### config.mk
export PLATFORM = sky130hd
export DESIGN_NAME = botao_posicao
export DESIGN_NICKNAME = d
export VERILOG_FILES = /design/src/rtl/botao_posicao.sv
export SDC_FILE = /design/constraint.sdc
export NUM_CORES = 1
export LEC_CHECK = 0
export BUFFER_PORTS_ARGS = -buffer_cell sky130_fd_sc_hd__buf_2
export CAP_MARGIN = 5
export CORE_ASPECT_RATIO = 1.4
export CORE_MARGIN = 2
export CORE_UTILIZATION = 50
export DETAILED_ROUTE_END_ITERATION = 6
export PLACE_DENSITY = 0.73
export REMOVE_ABC_BUFFERS = 1
export SLEW_MARGIN = 20
export SYNTH_ARGS = -nofsm -noshare
export SYNTH_HDL_FRONTEND = slang
export SYNTH_SLANG_ARGS = --single-unit
### constraint.sdc
create_clock -name clk -period 2 [get_ports clk]
set_input_delay 0.4 -clock clk [delete_from_list [all_inputs] [get_ports clk]]
set_output_delay 0.4 -clock clk [all_outputs]
set_load 0.01 [all_outputs]
### src/rtl/botao_posicao.sv
// Two-button up/down position controller with synchroniser, debounce,
// saturate-or-wrap limits, optional hold-to-repeat and simultaneous-press lockout.
module botao_posicao #(
    parameter int WIDTH        = 4,
    parameter int POS_MAX      = 9,
    parameter int POS_INIT     = 0,
    parameter int DEBOUNCE     = 4,
    parameter int WRAP         = 0,
    parameter int REPEAT_DELAY = 0,
    parameter int REPEAT_RATE  = 3
) (
    input  logic             clk,
    input  logic             rst_n,
    input  logic             SinalBotao1,
    input  logic             SinalBotao2,
    output logic [WIDTH-1:0] posicaofinal,
    output logic             no_minimo,
    output logic             no_maximo,
    output logic             moveu
);

    localparam int DBW  = $clog2(DEBOUNCE + 1);
    localparam int RMAX = (REPEAT_DELAY > REPEAT_RATE) ? REPEAT_DELAY : REPEAT_RATE;
    localparam int RCW  = $clog2(RMAX + 1);

    localparam logic [DBW-1:0]   DB_LAST = DBW'(DEBOUNCE - 1);
    localparam logic [RCW-1:0]   RD_LAST = RCW'((REPEAT_DELAY > 0) ? REPEAT_DELAY - 1 : 0);
    localparam logic [RCW-1:0]   RR_LAST = RCW'((REPEAT_RATE > 0) ? REPEAT_RATE - 1 : 0);
    localparam logic [WIDTH-1:0] P_MAX   = WIDTH'(POS_MAX);
    localparam logic [WIDTH-1:0] P_INIT  = WIDTH'(POS_INIT);
    localparam bit               RPT_ON  = (REPEAT_DELAY > 0);

    typedef enum logic [1:0] {OCIOSO, SEGURA, REPETE, BLOQ} state_t;

    // Bit 0 is the increment button, bit 1 the decrement button.
    logic [1:0]     raw, meta, sync, deb, deb_q, rise;
    logic [DBW-1:0] cnt [2];

    state_t         state, state_n;
    logic           held, held_n;
    logic [RCW-1:0] rcnt, rcnt_n;
    logic           step, up;
    logic [WIDTH-1:0] pos_n;

    assign raw  = {SinalBotao2, SinalBotao1};
    assign rise = deb & ~deb_q;

    always_ff @(posedge clk or negedge rst_n) begin
        if (!rst_n) begin
            meta <= '0;
            sync <= '0;
        end else begin
            meta <= raw;
            sync <= meta;
        end
    end

    always_ff @(posedge clk or negedge rst_n) begin
        if (!rst_n) begin
            deb    <= '0;
            deb_q  <= '0;
            cnt[0] <= '0;
            cnt[1] <= '0;
        end else begin
            deb_q <= deb;
            for (int i = 0; i < 2; i++) begin
                if (sync[i] == deb[i]) begin
                    cnt[i] <= '0;
                end else if (cnt[i] == DB_LAST) begin
                    deb[i] <= ~deb[i];
                    cnt[i] <= '0;
                end else begin
                    cnt[i] <= cnt[i] + 1'b1;
                end
            end
        end
    end

    always_ff @(posedge clk or negedge rst_n) begin
        if (!rst_n) begin
            state <= OCIOSO;
            held  <= 1'b0;
            rcnt  <= '0;
        end else begin
            state <= state_n;
            held  <= held_n;
            rcnt  <= rcnt_n;
        end
    end

    always_comb begin
        state_n = state;
        held_n  = held;
        rcnt_n  = rcnt + 1'b1;
        unique case (state)
            OCIOSO: begin
                rcnt_n = '0;
                if (deb[0] && deb[1]) begin
                    state_n = BLOQ;
                end else if (rise[0]) begin
                    state_n = SEGURA;
                    held_n  = 1'b0;
                end else if (rise[1]) begin
                    state_n = SEGURA;
                    held_n  = 1'b1;
                end
            end
            SEGURA: begin
                if (!deb[held]) begin
                    state_n = OCIOSO;
                end else if (deb[~held]) begin
                    state_n = BLOQ;
                end else if (RPT_ON && rcnt == RD_LAST) begin
                    state_n = REPETE;
                    rcnt_n  = '0;
                end
            end
            REPETE: begin
                if (!deb[held]) begin
                    state_n = OCIOSO;
                end else if (deb[~held]) begin
                    state_n = BLOQ;
                end else if (rcnt == RR_LAST) begin
                    rcnt_n = '0;
                end
            end
            BLOQ: begin
                rcnt_n = '0;
                if (deb == 2'b00) state_n = OCIOSO;
            end
            default: state_n = OCIOSO;
        endcase
    end

    always_comb begin
        step = 1'b0;
        up   = 1'b0;
        unique case (state)
            OCIOSO: begin
                if (!(deb[0] && deb[1])) begin
                    if (rise[0]) begin
                        step = 1'b1;
                        up   = 1'b1;
                    end else if (rise[1]) begin
                        step = 1'b1;
                    end
                end
            end
            SEGURA: begin
                if (RPT_ON && deb[held] && !deb[~held] && rcnt == RD_LAST) begin
                    step = 1'b1;
                    up   = ~held;
                end
            end
            REPETE: begin
                if (deb[held] && !deb[~held] && rcnt == RR_LAST) begin
                    step = 1'b1;
                    up   = ~held;
                end
            end
            default: begin
                step = 1'b0;
                up   = 1'b0;
            end
        endcase
    end

    // Limits are compared against POS_MAX so a non-power-of-two range wraps correctly.
    always_comb begin
        if (up) begin
            if (posicaofinal == P_MAX)
                pos_n = (WRAP != 0) ? '0 : posicaofinal;
            else
                pos_n = posicaofinal + 1'b1;
        end else begin
            if (posicaofinal == '0)
                pos_n = (WRAP != 0) ? P_MAX : posicaofinal;
            else
                pos_n = posicaofinal - 1'b1;
        end
    end

    always_ff @(posedge clk or negedge rst_n) begin
        if (!rst_n) begin
            posicaofinal <= P_INIT;
            moveu        <= 1'b0;
        end else if (step) begin
            posicaofinal <= pos_n;
            moveu        <= (pos_n != posicaofinal);
        end else begin
            moveu        <= 1'b0;
        end
    end

    assign no_minimo = (posicaofinal == '0);
    assign no_maximo = (posicaofinal == P_MAX);

endmodule

# Word-level counts from Yosys, hierarchy flattened
# Cells that the tools add are included.
# classes
add_sub_neg,5
n_lt_le_gt_ge,2
n_eq_ne,13
n_mux,34
bitwise,8
reduce_logical,14
# ops
operator,count
2-to-1 mux 2 bit,9
2-to-1 mux 1 bit,14
2-to-1 mux 3 bit,4
2-to-1 mux 4 bit,3
adder 3 x 1 -> 3 bit (second input constant),2
== test 2 bit (second input constant),3
== test 3 x 2 -> 1 bit (second input constant),2
inverter 1 bit,6
case mux 2 bit (3 select lines),1
AND reduction 3 bit,2
adder 4 x 1 -> 4 bit (second input constant),1
== test 4 bit (second input constant),1
zero test 2 bit,2
zero test 4 bit,1
< comparator 1 x 2 -> 1 bit (second input constant),2
!= test 4 bit,1
!= test 4 bit (second input constant),1
case mux 1 bit (2 select lines),2
case mux 2 bit (2 select lines),1
AND reduction 2 bit,2
OR reduction 2 bit,2
subtractor 4 x 1 -> 4 bit (second input constant),1
logical AND 1 bit,3
!= test 3 x 2 -> 1 bit (second input constant),1
8 further kinds,9
# totals
ff_bits,24
in_bits,4
out_inout_bits,7
word_cells,88

# Depth between registers and ports, before layout
# logic_depth
ltp_word,11
ltp_mapped,6
mapped_depth_nobuf,6

# Worst setup path after synthesis
# No wires, ideal clock.
# synth_path
path_kind,reg2reg
startpoint,register state[0]
endpoint,register posicaofinal[1]
setup_time_ns,0.122
arrival_time_ns,1.579
required_ns,1.878
slack_ns,0.299
stages_incl_launch_ff,7
path_buffers,0
period_less_slack_ns,1.701
cell_sequence,dfrtp_1 -> inv_1 -> ha_1 -> nand3b_1 -> a21o_1 -> a21o_1 -> a2111oi_1
# synth_between
elab_chain_len,3
word_cells_on_any_way,5
classes_between,eq/ne: 1; mux: 3; reduce/logical: 1
# synth_rtl
element,line_no,text
"start, declared",39,"state_t state, state_n;"
"start signal, assigned",85,state <= state_n;
== test 2 bit or zero test 2 bit (tied branches),138,unique case (state)
case mux 1 bit (2 select lines),138,
2-to-1 mux 4 bit,170,if (up) begin
"end signal, assigned",188,posicaofinal <= pos_n;
"end, declared",16,"output logic [WIDTH-1:0] posicaofinal,"
# Several ways; a longest one is shown, not always the timed one.
# A chain may end at the register's enable or synchronous reset.

# Final worst setup path
# layout_path
startpoint,register posicaofinal[1]
endpoint,output no_minimo
# layout_between
elab_chain_len,1
# layout_rtl
element,line_no,text
zero test 4 bit,195,assign no_minimo = (posicaofinal == '0);
"end, declared",17,"output logic no_minimo,"
# Every way passes these cells.

==> impl_summary.txt <==
----------------------------------------------------
[Synth]
  Total of flip-flops plus latches after synthesis ... 24
  Count of flip-flops with a built-in enable after synthesis ... 0
  Most used standard cells in the synthesized netlist ... dfrtp_1 (24), ha_1 (12), inv_1 (11)
  Yosys synthesis warning count ... 0
  Number of cells produced by synthesis ... around 120
  Post-Syn Area per Cell ... ~11 sq um
  Number of distinct library cells after synthesis ... 40
  Register area share after synthesis ... 0.4469
  Synth Cell Area ... 1344 sq um
  Library cell with the highest instance count after synthesis ... dfrtp_1
  Share of flip-flops with an asynchronous set or reset ... 1.000
  Top post-synthesis cells by area ... dfrtp_1 (45%), ha_1 (11%), nor3b_1 (3.4%)
  Top_reg_cell synth ... dfrtp_1
  Cell type contributing the most total cell area after synthesis ... dfrtp_1
  Yosys top cell area share ... 0.4469

[Clocking]
  H-tree depth ... 1
  Worst-path clk slew ... around 120 ps
  CTS root buffer ... clkbuf_4
  Clock Sinks ... 24
  TritonCTS clock tree ... yes
  Number of setup buffers added after CTS ... 0
  Maximum clock insertion buffer count ... 2
  Clock buffer count from CTS ... 3
  Clock network latency to the later pin of the worst-skew pair ... 310 ps

[Global route]
  Remaining Overflow, GRT ... 0
  Via count of the first global-routing pass ... roughly 940
  Global-route wire length before repair ... 4133 um
  Maximum number of pins on one net before global-route repair ... 25
  All-layer global routing usage ... 0.1825
  Antenna violations before repair ... 0

[Detailed routing]
  Initial drt markers ... 33
  Detailed-route wire length ... ~2400 um
  Post-detailed-route count of antenna-violating nets ... 0
  Overall via count from detail_route ... ~960
  # DRC ... 0
  Post-detailed-route via-to-cell ratio ... roughly 5.5
  Number of detailed-route iterations in the first pass ... 5
  Routed wirelength normalized by instance count ... between 10 and 15 um

[Placement]
  Routability Congestion ... 0.8070
  Placed standard-cell area ... 1438 sq um
  Port Buf Inserts ... 10
  Post-DP HPWL ... between 1500 and 2000 um

[Pwr]
  Maximum resistive drop on vdd ... a little under 0.0008 V
  Sequential share of power ... 0.353
  Static leakage ... about 0.72 nW
  Clock group share of total power ... 0.147
  Sw frac ... 0.3920
  Switching component of the power ... around 0.91 mW
  Ratio of total power to cell area ... 1559 nW/um^2
  Cell Int Power ... roughly 1.4 mW
  Logic gate share of total power ... 0.500

[Timing]
  Max-Slew Margin vs Limit ... 0.6482
  Slew at the pin closest to its max-slew limit ... between 500 and 600 ps
  Final-report setup violation count ... 0
  Fmax ... ~530 MHz
  RSZ-0062 raised after global routing ... no
  Worst clock skew ... 1.528 ps
  Final cycle utilization of the critical path ... 0.9449
  Total Negative Setup Slacks ... 0 ps
  Number of slew-limit violations in the final report ... 0
  Final count of hold timing violations ... 0
  Time the final worst path needs with I/O delays and setup ... between 1500 and 2000 ps

[Setup path]
  Cell-by-cell trace of the critical path ... inv_1 > ha_2 > and3_2 > buf_2
  Worst endpoint required time ... 1600 ps
  Worst path buffer plus inverter count ... 2
  Arrival @ worst endpoint ... between 1000 and 1500 ps
  Type of the setup path with the least slack ... register to primary output
  Capture point of the critical path ... no_minimo
  Crit path capture type ... primary output
  Top cell family by delay on the critical path ... flip-flops
  Reg2Reg Setup Slack ... roughly 120 ps
  Cell depth of the worst flop-to-flop path ... 6
  Launch point of the worst path ... posicaofinal[1]
  Origin of the critical flop-to-flop path ... state[0]
  Nature of the critical path startpoint ... register
  Largest fanout of any net on the critical path ... 5
  Worst R2R End ... posicaofinal[1]
  Critical Path Max Stage Delay ... between 400 and 500 ps
  Cell with the biggest individual delay on the critical path ... dfrtp_1
  Cell count along the critical path ... 4

[Final layout]
  Synthesis-to-finish area growth ... 11.17%
  Share of cells above drive strength 1 ... 0.1898
  Inserted Diodes ... 0
  Filler cell count ... 235
  NumNets Final ... 154
  Final design area excluding fillers ... approximately 1500 sq um

[Floorplan]
  Height of the chip ... about 65 um
  Number of placement rows ... 22
  Floorplan die area ... 3124 sq um
  Starting density of the core ... 0.5193
  Top-level port count ... 11
  Die width ... around 48 um
  Area of the core ... between 2000 and 3000 sq um

[Run]
  Maximum Capacitance Violations ... 0

[Outcome]
  Outcome ... completed

[Hold path]
  Hold Crit Class ... primary input to async pin

----------------------------------------------------
## sequential cells by signal (all words and copies together) (netlist names)
signal        flops
cnt               6
deb               2
deb_q             2
held              1
meta              2
moveu             1
posicaofinal      4
rcnt              2
state             2
sync              2
## power groups by stage
stage	sequential, mW	combinational (mW)	clock, mW
final	0.821	1.17	0.343
after global routing	0.846	1.31	0.371
after global placement	0.815	1.12	0
after floorplan	0.833	0.814	0
after detailed placement	0.827	1.15	0
after CTS	0.821	1.16	0.354
## worst min-delay path by stage
stage	startpoint	depth (start not counted)	end
2_1_floorplan	rst_n	0	cnt[0]
4_1_cts	rst_n	1	cnt[0]
5_1_grt	rst_n	1	cnt[0]
3_3_place_gp	meta[0]	0	sync[0]
6_report	rst_n	1	cnt[0]
3_5_place_dp	meta[0]	0	sync[0]
## metrics by stage
| stage | cells | util | power [mW] | setup slack, ps | hold slack, ps |
|---|---|---|---|---|---|
| 2_1_floorplan | 120 | - | 1.648 | 264.3 | 104.4 |
| 3_3_place_gp | 169 | 0.5556 | 1.933 | 219.4 | 333.2 |
| 3_5_place_dp | 169 | 0.5556 | 1.980 | 113.9 | 340.3 |
| 4_1_cts | 173 | 0.5759 | 2.336 | 51.53 | 56.31 |
| 5_1_grt | 173 | 0.5774 | 2.531 | 15.97 | 76.78 |
| 6_report | 173 | 0.5774 | 2.329 | 110.1 | 44.69 |
## routing by layer
| layer | wire length [um] | global-route usage |
|---|---|---|
| met5 | 0 | 0 |
| met4 | 44 | 0.08108 |
| met3 | 39 | 0.02473 |
| met2 | 1221 | 0.2983 |
| met1 | 1046 | 0.2294 |
## worst reg2reg max path: cells and delay by family (launching register included)
| family | cells | cell delay [ps] |
|---|---|---|
| adders and majority gates | 1 | 230 |
| and+or+nand+nor | 1 | 160 |
| buffers and inverters | 1 | 110 |
| AOI/OAI and AO/OA | 3 | 860 |
| DFF | 1 | 420 |
## placed cells by master, fill, tap and decap left out, types with 4 or more instances in the layout
master,count
dfrtp_1,24
inv_1,11
ha_1,11
buf_2,10
nor3b_1,6
nand3b_1,4
nor2b_1,4
nand2_1,4
mux2i_1,4
a21o_1,4
## final cells by class
class	instances	area (sq um)	share of cell area
Clock inverter	1	30.03	0.02010
Sequential cell	24	600.6	0.4020
Inverter	11	41.29	0.02764
Timing Repair Buffer	13	72.57	0.04858
Multi-Input combinational cell	85	681.9	0.4564
Clock buffer	3	22.52	0.01508
Tap cell	36	45.04	0.03015
## cell families after synthesis
| logic type | after synthesis | synth area share |
|---|---|---|
| AO/OA/AOI/OAI | 30 | 0.1676 |
| multiplexers | 7 | 0.05493 |
| buffers and inverters | 14 | 0.04842 |
| flip-flops | 24 | 0.4469 |
| adder cells (fa/ha/maj) | 12 | 0.1117 |
| XOR/XNOR | 3 | 0.01956 |
| AND/OR/NAND/NOR | 33 | 0.1508 |
## what timing repair did
action | in CTS | in global routing
gates resized for setup | 0 | 2
hold endpoints to repair | 0 | 0
setup endpoints to repair | 0 | 1
hold buffers | 0 | 0
No activity file was read; power rests on OpenSTA's default activity.
